File: config.mk
export PLATFORM = sky130hd
export DESIGN_NAME = uart_rx_fifo
export DESIGN_NICKNAME = d
export VERILOG_FILES = /design/src/rtl/uart_rx_fifo.sv
export SDC_FILE = /design/constraint.sdc
export NUM_CORES = 1
export LEC_CHECK = 0
export CAP_MARGIN = 20
export CORE_ASPECT_RATIO = 1.25
export CORE_MARGIN = 2
export CORE_UTILIZATION = 45
export CTS_CLUSTER_SIZE = 8
export DETAILED_ROUTE_END_ITERATION = 6
export GPL_TIMING_DRIVEN = 0
export SKIP_LAST_GASP = 1
export SYNTH_ARGS = -nofsm -noshare
export SYNTH_HDL_FRONTEND = slang
export SYNTH_SLANG_ARGS = --single-unit
File: constraint.sdc
create_clock -name CLK -period 3.1 [get_ports CLK]
set_input_delay 0.31 -clock CLK [delete_from_list [all_inputs] [get_ports CLK]]
set_output_delay 0.31 -clock CLK [all_outputs]
set_load 0.01 [all_outputs]
File: src/rtl/uart_rx_fifo.sv
// First-word-fall-through byte FIFO between a UART receiver and its consumer.
// Bytes arriving while full with no concurrent pop are dropped and counted.
module uart_rx_fifo #(
  parameter int unsigned DEPTH_LOG2 = 4
) (
  input  logic                  CLK,
  input  logic                  RST,
  input  logic [7:0]            in_data,
  input  logic                  in_valid,
  output logic [7:0]            out_data,
  output logic                  out_valid,
  input  logic                  out_ready,
  output logic [DEPTH_LOG2:0]   level,
  output logic                  full,
  output logic                  overflow,
  output logic [7:0]            drop_count,
  input  logic                  clear_ovf
);

  localparam int unsigned Depth = 1 << DEPTH_LOG2;
  localparam logic [DEPTH_LOG2:0]   LvlFull = {1'b1, {DEPTH_LOG2{1'b0}}};
  localparam logic [DEPTH_LOG2:0]   LvlOne  = {{DEPTH_LOG2{1'b0}}, 1'b1};
  localparam logic [DEPTH_LOG2-1:0] PtrOne  = LvlOne[DEPTH_LOG2-1:0];

  logic [7:0]            mem_q [Depth];
  logic [DEPTH_LOG2-1:0] wr_ptr_q, wr_ptr_d;
  logic [DEPTH_LOG2-1:0] rd_ptr_q, rd_ptr_d;
  logic [DEPTH_LOG2:0]   level_q, level_d;
  logic                  ovf_q, ovf_d;
  logic [7:0]            drop_q, drop_d;
  logic                  push, pop, drop;

  assign full       = (level_q == LvlFull);
  assign out_valid  = (level_q != '0);
  assign out_data   = mem_q[rd_ptr_q];
  assign level      = level_q;
  assign overflow   = ovf_q;
  assign drop_count = drop_q;

  assign pop  = out_valid & out_ready;
  assign push = in_valid & (~full | pop);
  assign drop = in_valid & full & ~pop;

  always_comb begin
    wr_ptr_d = wr_ptr_q;
    rd_ptr_d = rd_ptr_q;
    level_d  = level_q;
    ovf_d    = ovf_q;
    drop_d   = drop_q;
    if (push) wr_ptr_d = wr_ptr_q + PtrOne;
    if (pop)  rd_ptr_d = rd_ptr_q + PtrOne;
    case ({push, pop})
      2'b10:   level_d = level_q + LvlOne;
      2'b01:   level_d = level_q - LvlOne;
      default: level_d = level_q;
    endcase
    // A drop in the same cycle as a clear restarts the count at one.
    if (drop) begin
      ovf_d = 1'b1;
      if (clear_ovf)           drop_d = 8'd1;
      else if (drop_q != 8'hFF) drop_d = drop_q + 8'd1;
    end else if (clear_ovf) begin
      ovf_d  = 1'b0;
      drop_d = 8'd0;
    end
  end

  always_ff @(posedge CLK or posedge RST) begin
    if (RST) begin
      wr_ptr_q <= '0;
      rd_ptr_q <= '0;
      level_q  <= '0;
      ovf_q    <= 1'b0;
      drop_q   <= 8'd0;
    end else begin
      wr_ptr_q <= wr_ptr_d;
      rd_ptr_q <= rd_ptr_d;
      level_q  <= level_d;
      ovf_q    <= ovf_d;
      drop_q   <= drop_d;
    end
  end

  // Storage is deliberately not reset; contents are unobservable while empty.
  always_ff @(posedge CLK) begin
    if (push && !RST) mem_q[wr_ptr_q] <= in_data;
  end

endmodule

Yosys cells after proc, flatten, opt, wreduce, memory -nomap -nowiden
Memory sizes are Yosys's and may differ from the RTL's.
Cells that the tools add are included.
Storage, ports and cells
  register bits after elaboration: 22
  bits in writable memories: 128
  bits of input ports: 13
  output and inout bits: 24
  word-level logic and storage cells: 38
  memories: 1
Memories
  mem_q: words 16, width 8, rd ports 1, clocked after Yosys merged registers in 0, write ports 1, RTL line 25  | logic [7:0] mem_q [Depth];
Operators by class
  $add $sub $neg: 5
  equality and inequality tests: 4
  mux-type cells: 9
  bitwise gates (word level): 7
  reductions and logical operators: 7
Operator list (count)
  $mux 8: 4
  $pmux 5 s2: 1
  $add 4x1->4 const B: 2
  $add 8x1->8 const B: 1
  $ne 8x8->1 const B: 1
  $reduce_bool 2->1: 3
  $add 5x1->5 const B: 1
  $eq 5x5->1 const B: 1
  $reduce_bool 5->1: 1
  $sub 5x1->5 const B: 1
  $and 1x1->1: 4
  $mux 1: 4
  $eq 2x1->1 const B: 1
  $eq 2x2->1 const B: 1
  $not 1->1: 2
  $reduce_and 2->1: 1
  $logic_and 1x1->1: 1
  $logic_not 1->1: 1
  $or 1x1->1: 1

Longest topological paths before layout
Gate-level depths: netlist of run 1.
  depth in word-level cells: 7
  gate-level depth with buffers: 8
  depth with buffers taken out: 8

Worst setup path before layout of run 1
Ideal clock, no wire load.
  path kind: reg2reg
  from: reg level_q[0] (netlist: level[0])
  to: reg level_q[4] (netlist: level[4])
  setup time: 0.087 ns
  data arrival time: 2.169 ns
  data required time: 3.013 ns
  setup slack: 0.844 ns
  cell stages (with the launch flop): 9
  path buffers: 0
  period minus slack after synthesis: 2.256 ns
  cells stage by stage: dfrtp_1 -> nor4_4 -> a21o_2 -> inv_1 -> ha_1 -> nand2b_1 -> a2111o_1 -> o31a_2 -> o211ai_1
On the way
  word-level cells in the longest chain between the ends: 6
  elaborated cells on any way between the ends: 12
  those cells by class: 2 x add/sub; 3 x eq/ne; 1 x mux; 4 x bitwise; 2 x reduce/logical
RTL lines
  start: declaration: RTL line 28  | logic [DEPTH_LOG2:0] level_q, level_d;
  start signal: assignment: RTL line 78  | level_q <= level_d;
  $reduce_bool 5->1 or $eq 5x5->1 (tied branches): RTL line 34, 33
  $and 1x1->1 or $not 1->1 (tied branches): RTL line 40, 41
  $or 1x1->1: RTL line 41  | assign push = in_valid & (~full | pop);
  $and 1x1->1: RTL line 41
  $eq 2x1->1 or $eq 2x2->1 (tied branches): RTL line 52  | case ({push, pop})
  $pmux 5 s2 or $reduce_bool 2->1 (tied branches)
Several ways; a longest one is shown, not always the timed one.
A chain may end at the register's enable or synchronous reset.

Worst setup path in the final report of run 1
  from: reg rd_ptr_q[1]
  to: out out_data[2]
On the way
  word-level cells in the longest chain between the ends: 1
RTL lines
  start: declaration: RTL line 27  | logic [DEPTH_LOG2-1:0] rd_ptr_q, rd_ptr_d;
  start signal: assignment: RTL line 77  | rd_ptr_q <= rd_ptr_d;
  $mem_v2 16x8
  end: declaration: RTL line 10  | output logic [7:0] out_data,
No other way between the ends.

==> impl_metrics.yaml, run 1 <==
drt:
  final_antenna_net_count: 0
  wirelength_mm: 12.40
  drcViolationCount: 0
  post_drt_wl_per_cell_um: 21.27
  dr.pass1.iters: 4
  viasPerCell: 5.636
  vias: 3286
  drt_iter0_drc: 181
yosys:
  syn_area_sq_um: 6191
  ys.flop_type: "edfxtp_1"
  netlist_top_cells_count: "edfxtp_1, mux4_2, nor2_1"
  ys_ff_latch: 150
  synth_edf_count: 128
  synth.distinct_cells: 46
  synth_area_leaders: "edfxtp_1, mux4_2, dfrtp_1"
  syn_area_per_cell_sq_um: 17.89
  yosysMostFrequentCell: "edfxtp_1"
  async_flop_share: 0.1467
  synth.yosys.seq_area_share: 0.7098
  syn_inst: 346
  syn-num-nets: 369
  yosys_warnings: 0
  synth_top_area_frac: 0.6209
  synth_top_area_cell: "edfxtp_1"
cells_and_area:
  nFillCells: 1060
  antennaDiodeCount: 0
  num-nets-final: 422
  final_area_sq_um: 7376
  area_delta_synth_final_pct: 19.14
  drive_above_1_share: 0.2184
power:
  peakVddDrop_mv: 0.3894
  p_per_area_nw_per_um2: 890.4
  leakage_nw: 2.518
critical_path:
  crit_path_max_incr_delay_ps: 600
  startpoint: "rd_ptr_q[1]"
  reg2reg_depth: 8
  critPathCapture: "out_data[2]"
  crit_cells: 5
  worst_setup_path_start_kind: "flip-flop"
  slowest_stage: "dfrtp_1"
  r2r_start: "level[0]"
  critPathKind: "flip-flop to output pin"
  cp.required_ps: 2790
  crit_fanout: 10
  rrSetupSlack_ps: 620
  cp.arrival_ps: 2720
  r2r_end: "level[4]"
  cp_cell_sequence: "clkbuf_2 > mux4_2 > a22oi_1 > nand2_1 > clkdlybuf4s50_1"
  cpLargestDelayFamily: "buffers and inverters"
  cp.buffers_inverters: 2
  end_kind: "output pin"
global_route:
  grt_pass1_vias: 3350
  grt_max_degree: 25
  track_usage: 0.1834
  antenna_found_initial: 0
  grt-ovfl-total: 0
  grt_pass1_wl_mm: 19.05
cts:
  cts_inserted_buffers: 17
  cts_hold_buf: 0
  clk_path_buf_depth: 2
  htreeDepth: 4
  cts_tree: "built"
  worst_skew_pair.late_latency_ps: 420
  cts.sinks: 150
  cts.root.buffer_cell: "clkbuf_16"
  postCtsSetupBuffers: 0
  clk_pin_slew_ps: 60
sta:
  finalCritPeriodShare: 0.9772
  drv_slew: 0
  setup_violations: 0
  fin_crit_ps: 3029
  hold_viol_final: 0
  slew_headroom: 0.3676
  whs_ps: 292.0
  fmax_mhz: 330.1
  setup_tns_ps: 0
  clock_skew_ps: 9.034
  tightest_slew_ps: 947.6
  rsz0062_at_grt: "true"
floorplan:
  initial_core_util: 0.4638
  coreArea_sq_um: 13350
  die-height_um: 135.1
  row_count: 47
  die_x_um: 108.9
  num_io_pins: 37
  dieArea_sq_um: 14720
placed_design:
  port_buffers: 35
  place_congestion: 0.7796
  placedInstanceArea_sq_um: 6755
  dp_hpwl_mm: 8.020
run_status:
  outcome: "finished, final reports clean"
job:
  max-cap-violations: 0
min_path:
  min_path_type: "primary input to flip-flop"
power breakdown:
part           internal, W  leakage [nW]  switching, W
sequential         0.00238          1.43      0.000167
clock              0.00121         0.285      0.000814
combinational     0.000992         0.801       0.00100
total              0.00459          2.52       0.00198
worst min-delay path by stage:
stage / start / endpoint / slack, ps / cells after the start
after floorplan: RST / drop_count[0] / 320 / 1
after global placement: overflow / overflow / 470 / 1
after detailed placement: overflow / overflow / 470 / 1
after CTS: clear_ovf / drop_count[1] / 300 / 2
after global routing: clear_ovf / drop_count[1] / 340 / 2
final: clear_ovf / drop_count[1] / 290 / 2
stage by stage:
stage               std cells  utilization  worst slack, ps  total power (W)
floorplan                 346            -            844.4         0.003806
global placement          552       0.5060            125.6         0.004513
detailed placement        552       0.5060            57.77         0.004541
CTS                       583       0.5513           -53.57         0.006583
global route              583       0.5525           -17.55         0.006829
finish                    583       0.5525            70.76         0.006567
state kept, by name (all words and copies together) (netlist names):
register	count
drop_count	8
rd_ptr_q	4
level	5
wr_ptr_q	4
mem_q	128
overflow	1
what timing repair did:
action | CTS | global route
pin swaps | 0 | 0
resized for setup | 8 | 4
endpoints found under the hold margin | 0 | 0
setup endpoints to repair | 8 | 6
layer usage:
metal  wire length (um)  GRT usage  part of all wire  vias up
met5                  0          0                 0        -
met4                257    0.06268             0.021        0
met3                540    0.04473             0.044       16
met2               6405     0.3043              0.52       78
met1               5195     0.2364              0.42     1714
li1                   -          -                 -     1478
logic make-up (layout without fill, tap and decap cells):
logic type | Yosys count | in the layout | synth area share
flops | 150 | 150 | 0.7098
simple gates | 76 | 76 | 0.06245
compound gates | 39 | 39 | 0.04992
mux | 38 | 38 | 0.1269
buf+inv | 24 | 90 | 0.01677
fa+ha+maj | 10 | 10 | 0.02142
xor+xnor | 9 | 9 | 0.01273
cell type report:
cell class | count | area (sq um) | share of cell area
buffer | 13 | 87.58 | 0.01187
clock buffer | 18 | 439.2 | 0.05954
clock inverter | 14 | 150.1 | 0.02036
inverter | 10 | 37.54 | 0.005089
multi-input combinational | 172 | 1703 | 0.2309
sequential | 150 | 4394 | 0.5958
tap | 171 | 214.0 | 0.02901
timing repair buffer | 35 | 350.3 | 0.04750
layout by cell type, fill, tap and decap left out, drive strengths merged, types with 2 or more instances in the layout:
master	instances
and2	2
mux2i	2
or3	3
edfxtp	128
or4	2
nand4	3
a21o	3
dfrtp	22
buf	7
o311ai	2
nand2b	2
nor2	24
nor3	2
o31a	2
o21ai	3
ha	9
bufinv	2
a21oi	5
inv	13
o211ai	5
nor2b	4
xnor2	8
clkinvlp	2
nand3	9
clkinv	7
or2	2
nand2	20
mux2	4
a22oi	16
clkbuf	24
clkdlybuf4s50	35
mux4	32
Power figures use the tool's default switching activity.
==> run 2, diff against run 1 <==
--- a/config.mk
+++ b/config.mk
@@ -6,13 +6,15 @@
 export NUM_CORES = 1
 export LEC_CHECK = 0
 export CAP_MARGIN = 20
+export CELL_PAD_IN_SITES_DETAIL_PLACEMENT = 2
+export CELL_PAD_IN_SITES_GLOBAL_PLACEMENT = 2
 export CORE_ASPECT_RATIO = 1.25
 export CORE_MARGIN = 2
 export CORE_UTILIZATION = 45
 export CTS_CLUSTER_SIZE = 8
 export DETAILED_ROUTE_END_ITERATION = 6
 export GPL_TIMING_DRIVEN = 0
-export SKIP_LAST_GASP = 1
+export PLACE_DENSITY_LB_ADDON = 0.1
 export SYNTH_ARGS = -nofsm -noshare
 export SYNTH_HDL_FRONTEND = slang
 export SYNTH_SLANG_ARGS = --single-unit
==> constraint.sdc (replaced) <==
create_clock -name CLK -period 3.1 [get_ports CLK]
set_input_delay 0.31 -clock CLK [delete_from_list [all_inputs] [get_ports CLK]]
set_output_delay 0.31 -clock CLK [all_outputs]
set_load 0.02 [all_outputs]
==> run 2 against run 1 <==
Net effect: critical path depth is 1 higher; clock power decreased by 8%; worst hold slack better by 1.2 ps; clock skew shrank 1.7 ps; design area fell by 0.54%; global-route usage rose by 6.1 points; critical endpoint is now out_data[3]; highest routed layer unchanged.
==> impl_metrics.yaml, run 2 (synthesis results as in run 1) <==
cts:
  clk_pin_slew_ps: 60
  cts.sinks: 150
  cts_inserted_buffers: 17
  htreeDepth: 4
  cts_hold_buf: 0
  clk_path_buf_depth: 2
  cts_tree: "built"
  worst_skew_pair.late_latency_ps: 420
  cts.root.buffer_cell: "clkbuf_16"
floorplan:
  initial_core_util: 0.4638
  coreArea_sq_um: 13350
  num_io_pins: 37
  row_count: 47
  die-height_um: 135.1
  die_x_um: 108.9
  dieArea_sq_um: 14720
sta:
  hold_viol_final: 0
  drv_slew: 0
  clock_skew_ps: 7.326
  rsz0062_at_grt: "false"
  fmax_mhz: 330.2
  slew_headroom: 0.3127
  fin_ws_ps: 71.68
  finalCritPeriodShare: 0.9769
  setup_violations: 0
  fin_crit_ps: 3028
  setup_tns_ps: 0
  tightest_slew_ps: 1030
global_route:
  antenna_found_initial: 0
  track_usage: 0.2447
  grt_pass1_vias: 3733
  grt_pass1_wl_mm: 24.91
  grt-ovfl-total: 0
  grt_max_degree: 25
min_path:
  min_path_type: "primary input to flip-flop"
  min_delay_path_depth: 2
placed_design:
  pre_cts_slack_ps: 8.926
  dp_hpwl_mm: 10.50
  place_congestion: 0.7887
  port_buffers: 35
critical_path:
  cp.arrival_ps: 2720
  slowest_stage: "clkdlybuf4s50_1"
  worst_setup_path_start_kind: "flip-flop"
  crit_path_max_incr_delay_ps: 560
  reg2reg_depth: 8
  rrSetupSlack_ps: 520
  crit_fanout: 10
  end_kind: "output pin"
  cp_cell_sequence: "buf_4 > buf_6 > mux4_2 > a22oi_2 > nand2_1 > clkdlybuf4s50_1"
  cp.required_ps: 2790
  critPathKind: "flip-flop to output pin"
cells_and_area:
  final_cell_mix: "edfxtp_1, clkdlybuf4s50_1, mux4_2"
  final_util: 0.5495
  largest_reg_flops: 128
  drive_above_1_share: 0.2160
  antennaDiodeCount: 0
  registers.top_by_ff_count: "mem_q"
  area_delta_synth_final_pct: 18.49
  final_common_cell: "edfxtp_1"
  num-nets-final: 422
power:
  leakage_nw: 2.509
  peakVddDrop_mv: 0.5307
  p_per_area_nw_per_um2: 911.1
drt:
  drt_iter0_drc: 302
  vias: 3466
  final_antenna_net_count: 0
  post_drt_wl_per_cell_um: 28.17
  dr.pass1.iters: 4
  wirelength_mm: 16.42
  viasPerCell: 5.945
  drcViolationCount: 0
run_status:
  outcome: "finished, final reports clean"
job:
  max-cap-violations: 0
[run 2: path summary, 6_finish.rpt]
kind	end	startpoint
setup / recovery	out_data[3]	rd_ptr_q[0]
setup reg to reg	level[4]	level[1]
max in group asynchronous	drop_count[6]	RST
min in group asynchronous	level[4]	RST
hold reg to reg	overflow	overflow
hold / removal	drop_count[1]	clear_ovf
[run 2: report_power, final]
part	switching, W	internal (W)
Combinational	0.00123	0.00100
Clock	0.000788	0.00109
Sequential	0.000195	0.00238
Total	0.00221	0.00447
[run 2: what timing repair did]
action	in CTS	in global routing
setup endpoints to repair	8	4
setup buffers	0	0
resized for setup	15	5
hold endpoints to repair	0	0
[run 2: cell type report]
| class | count | area (sq um) |
|---|---|---|
| plain buffers | 13 | 91.34 |
| clock buffers | 20 | 436.7 |
| clock inverters | 12 | 87.58 |
| fillers | 1166 | 6013 |
| inverters | 10 | 37.54 |
| multi-input cells | 172 | 1723 |
| flip-flops and latches | 150 | 4394 |
| well taps | 171 | 214.0 |
| repair buffers | 35 | 351.6 |
[run 2: critical path, delay by kind of cell (launching register included)]
| kind | cells | cell delay (ps) |
|---|---|---|
| flops | 1 | 360 |
| compound gates | 1 | 270 |
| simple gates | 1 | 100 |
| mux | 1 | 540 |
| buf+inv | 3 | 1020 |
[run 2: metal layers]
layer,routed length (um),up-vias,GRT usage,part of all wire
li1,-,1485,-,-
met4,368,0,0.08761,0.022
met1,6784,1840,0.3137,0.41
met5,0,-,0,0
met2,8591,114,0.4092,0.52
met3,677,27,0.05435,0.041
[run 2: per-stage QoR]
stage	std cells	cell area, sq um	total power, W	hold slack (ps)
4_1_cts	583	7320	0.006719	289.6
3_3_place_gp	552	6755	0.004647	470.9
5_1_grt	583	7336	0.006968	336.3
3_5_place_dp	552	6755	0.004746	482.1
2_1_floorplan	346	6191	0.003919	316.3
6_report	583	7336	0.006684	293.2
==> run 3, diff against run 2 <==
--- a/config.mk
+++ b/config.mk
@@ -15,6 +15,7 @@
 export DETAILED_ROUTE_END_ITERATION = 6
 export GPL_TIMING_DRIVEN = 0
 export PLACE_DENSITY_LB_ADDON = 0.1
+export SLEW_MARGIN = 40
 export SYNTH_ARGS = -nofsm -noshare
 export SYNTH_HDL_FRONTEND = slang
 export SYNTH_SLANG_ARGS = --single-unit
==> run 3 against run 2 <==
Net effect: global-route usage down 0.85 points; setup slack better by 36 ps; design area up 0.92%; final cell count down 0.17%; sequential power about the same; fmax up 1.2%; largest cell class unchanged; core utilization up 0.51 points; non-clock buffer count unchanged; wire length down 3.2%; critical endpoint is now out_data[5]; combinational power about the same.
==> impl_metrics.yaml, run 3 (synthesis results as in run 1) <==
run_status:
  outcome: "finished, final reports clean"
cts:
  cts_inserted_buffers: 17
  postCtsSetupBuffers: 0
  clk_path_buf_depth: 2
  worst_skew_pair.late_latency_ps: 430
  cts.root.buffer_cell: "clkbuf_16"
  htreeDepth: 4
  cts_tree: "built"
  clk_pin_slew_ps: 60
  cts.sinks: 150
  cts_hold_buf: 0
floorplan:
  die_x_um: 108.9
  initial_core_util: 0.4638
  row_count: 47
  dieArea_sq_um: 14720
  num_io_pins: 37
  coreArea_sq_um: 13350
  die-height_um: 135.1
drt:
  wirelength_mm: 15.89
  drt_iter0_drc: 260
  viasPerCell: 5.821
  drcViolationCount: 0
  vias: 3388
  post_drt_wl_per_cell_um: 27.30
  dr.pass1.iters: 4
  final_antenna_net_count: 0
power:
  leakage_nw: 2.537
  p_per_area_nw_per_um2: 921.1
  peakVddDrop_mv: 0.4684
critical_path:
  critPathKind: "flip-flop to output pin"
  crit_fanout: 10
  startpoint: "rd_ptr_q[0]"
  cp_cell_sequence: "buf_4 > buf_6 > mux4_2 > a22oi_2 > nand2_1 > clkdlybuf4s50_1"
  worst_setup_path_start_kind: "flip-flop"
  crit_cells: 6
  end_kind: "output pin"
  crit_path_max_incr_delay_ps: 550
  reg2reg_depth: 8
  r2r_start: "level[1]"
  slowest_stage: "mux4_2"
  cp.arrival_ps: 2680
  r2r_end: "level[4]"
  cp.required_ps: 2790
  rrSetupSlack_ps: 540
  cp.buffers_inverters: 3
  cpLargestDelayFamily: "buffers and inverters"
cells_and_area:
  drive_above_1_share: 0.2384
  num-nets-final: 422
  registers.top_by_ff_count: "mem_q"
  area_delta_synth_final_pct: 19.58
  final_area_sq_um: 7403
  largest_reg_flops: 128
  final_cell_mix: "edfxtp_1, mux4_2, clkdlybuf4s50_1"
  final_common_cell: "edfxtp_1"
  antennaDiodeCount: 0
placed_design:
  place_congestion: 0.7887
  pre_cts_slack_ps: -19.22
  dp_hpwl_mm: 10.47
  port_buffers: 35
  placedInstanceArea_sq_um: 6755
sta:
  slew_headroom: 0.4270
  rsz0062_at_grt: "false"
  clock_skew_ps: 13.03
  whs_ps: 290.6
  tightest_slew_ps: 856.4
  setup_tns_ps: 0
  fin_ws_ps: 107.6
  finalCritPeriodShare: 0.9653
  hold_viol_final: 0
  drv_slew: 0
  setup_violations: 0
  fin_crit_ps: 2992
  fmax_mhz: 334.2
global_route:
  antenna_found_initial: 0
  grt_max_degree: 25
  grt_pass1_vias: 3841
  track_usage: 0.2362
  grt-ovfl-total: 0
  grt_pass1_wl_mm: 24.32
min_path:
  min_to: "drop_count[1]"
  min_from: "clear_ovf"
  min_delay_path_depth: 2
  min_path_type: "primary input to flip-flop"
job:
  max-cap-violations: 0
-- run 3: worst max path at each step --
| stage | slack [ps] | end |
|---|---|---|
| global placement | -20 | out_data[2] |
| floorplan | 790 | level[4] |
| CTS | 8 | out_data[7] |
| finish | 110 | out_data[5] |
| global route | 4 | out_data[5] |
| detailed placement | -20 | out_data[3] |
-- run 3: layer usage --
layer | vias up | share of wire | global-route usage
met5 | - | 0 | 0
met4 | 0 | 0.026 | 0.09473
met3 | 23 | 0.036 | 0.04762
met2 | 82 | 0.53 | 0.3968
met1 | 1799 | 0.41 | 0.2996
li1 | 1484 | - | -
-- run 3: stage by stage --
| step | util | cells | total power, W |
|---|---|---|---|
| floorplan | - | 346 | 0.003919 |
| global placement | 0.5060 | 552 | 0.004647 |
| detailed placement | 0.5060 | 552 | 0.004750 |
| CTS | 0.5514 | 582 | 0.006872 |
| global route | 0.5546 | 582 | 0.007106 |
| finish | 0.5546 | 582 | 0.006819 |
-- run 3: cell type report --
class / count / area (sq um)
Inverter: 10 / 37.54
Clock buffer: 18 / 429.2
Timing Repair Buffer: 35 / 357.8
Multi-Input combinational cell: 172 / 1743
Buffer: 13 / 87.58
Clock inverter: 13 / 138.9
Fill cell: 1138 / 5946
Sequential cell: 150 / 4395
Tap cell: 171 / 214.0
-- run 3: power by group --
part           switching [W]  leakage (nW)  internal (W)  total, W
registers           0.000190          1.43       0.00238   0.00257
logic                0.00121         0.832       0.00101   0.00222
clock network       0.000787         0.273       0.00124   0.00203
total                0.00219          2.54       0.00463   0.00682
-- run 3: timing repair --
item                       in CTS  in global routing
pin swaps                       0                  0
resized for setup              14                  6
setup endpoints to repair       8                  6
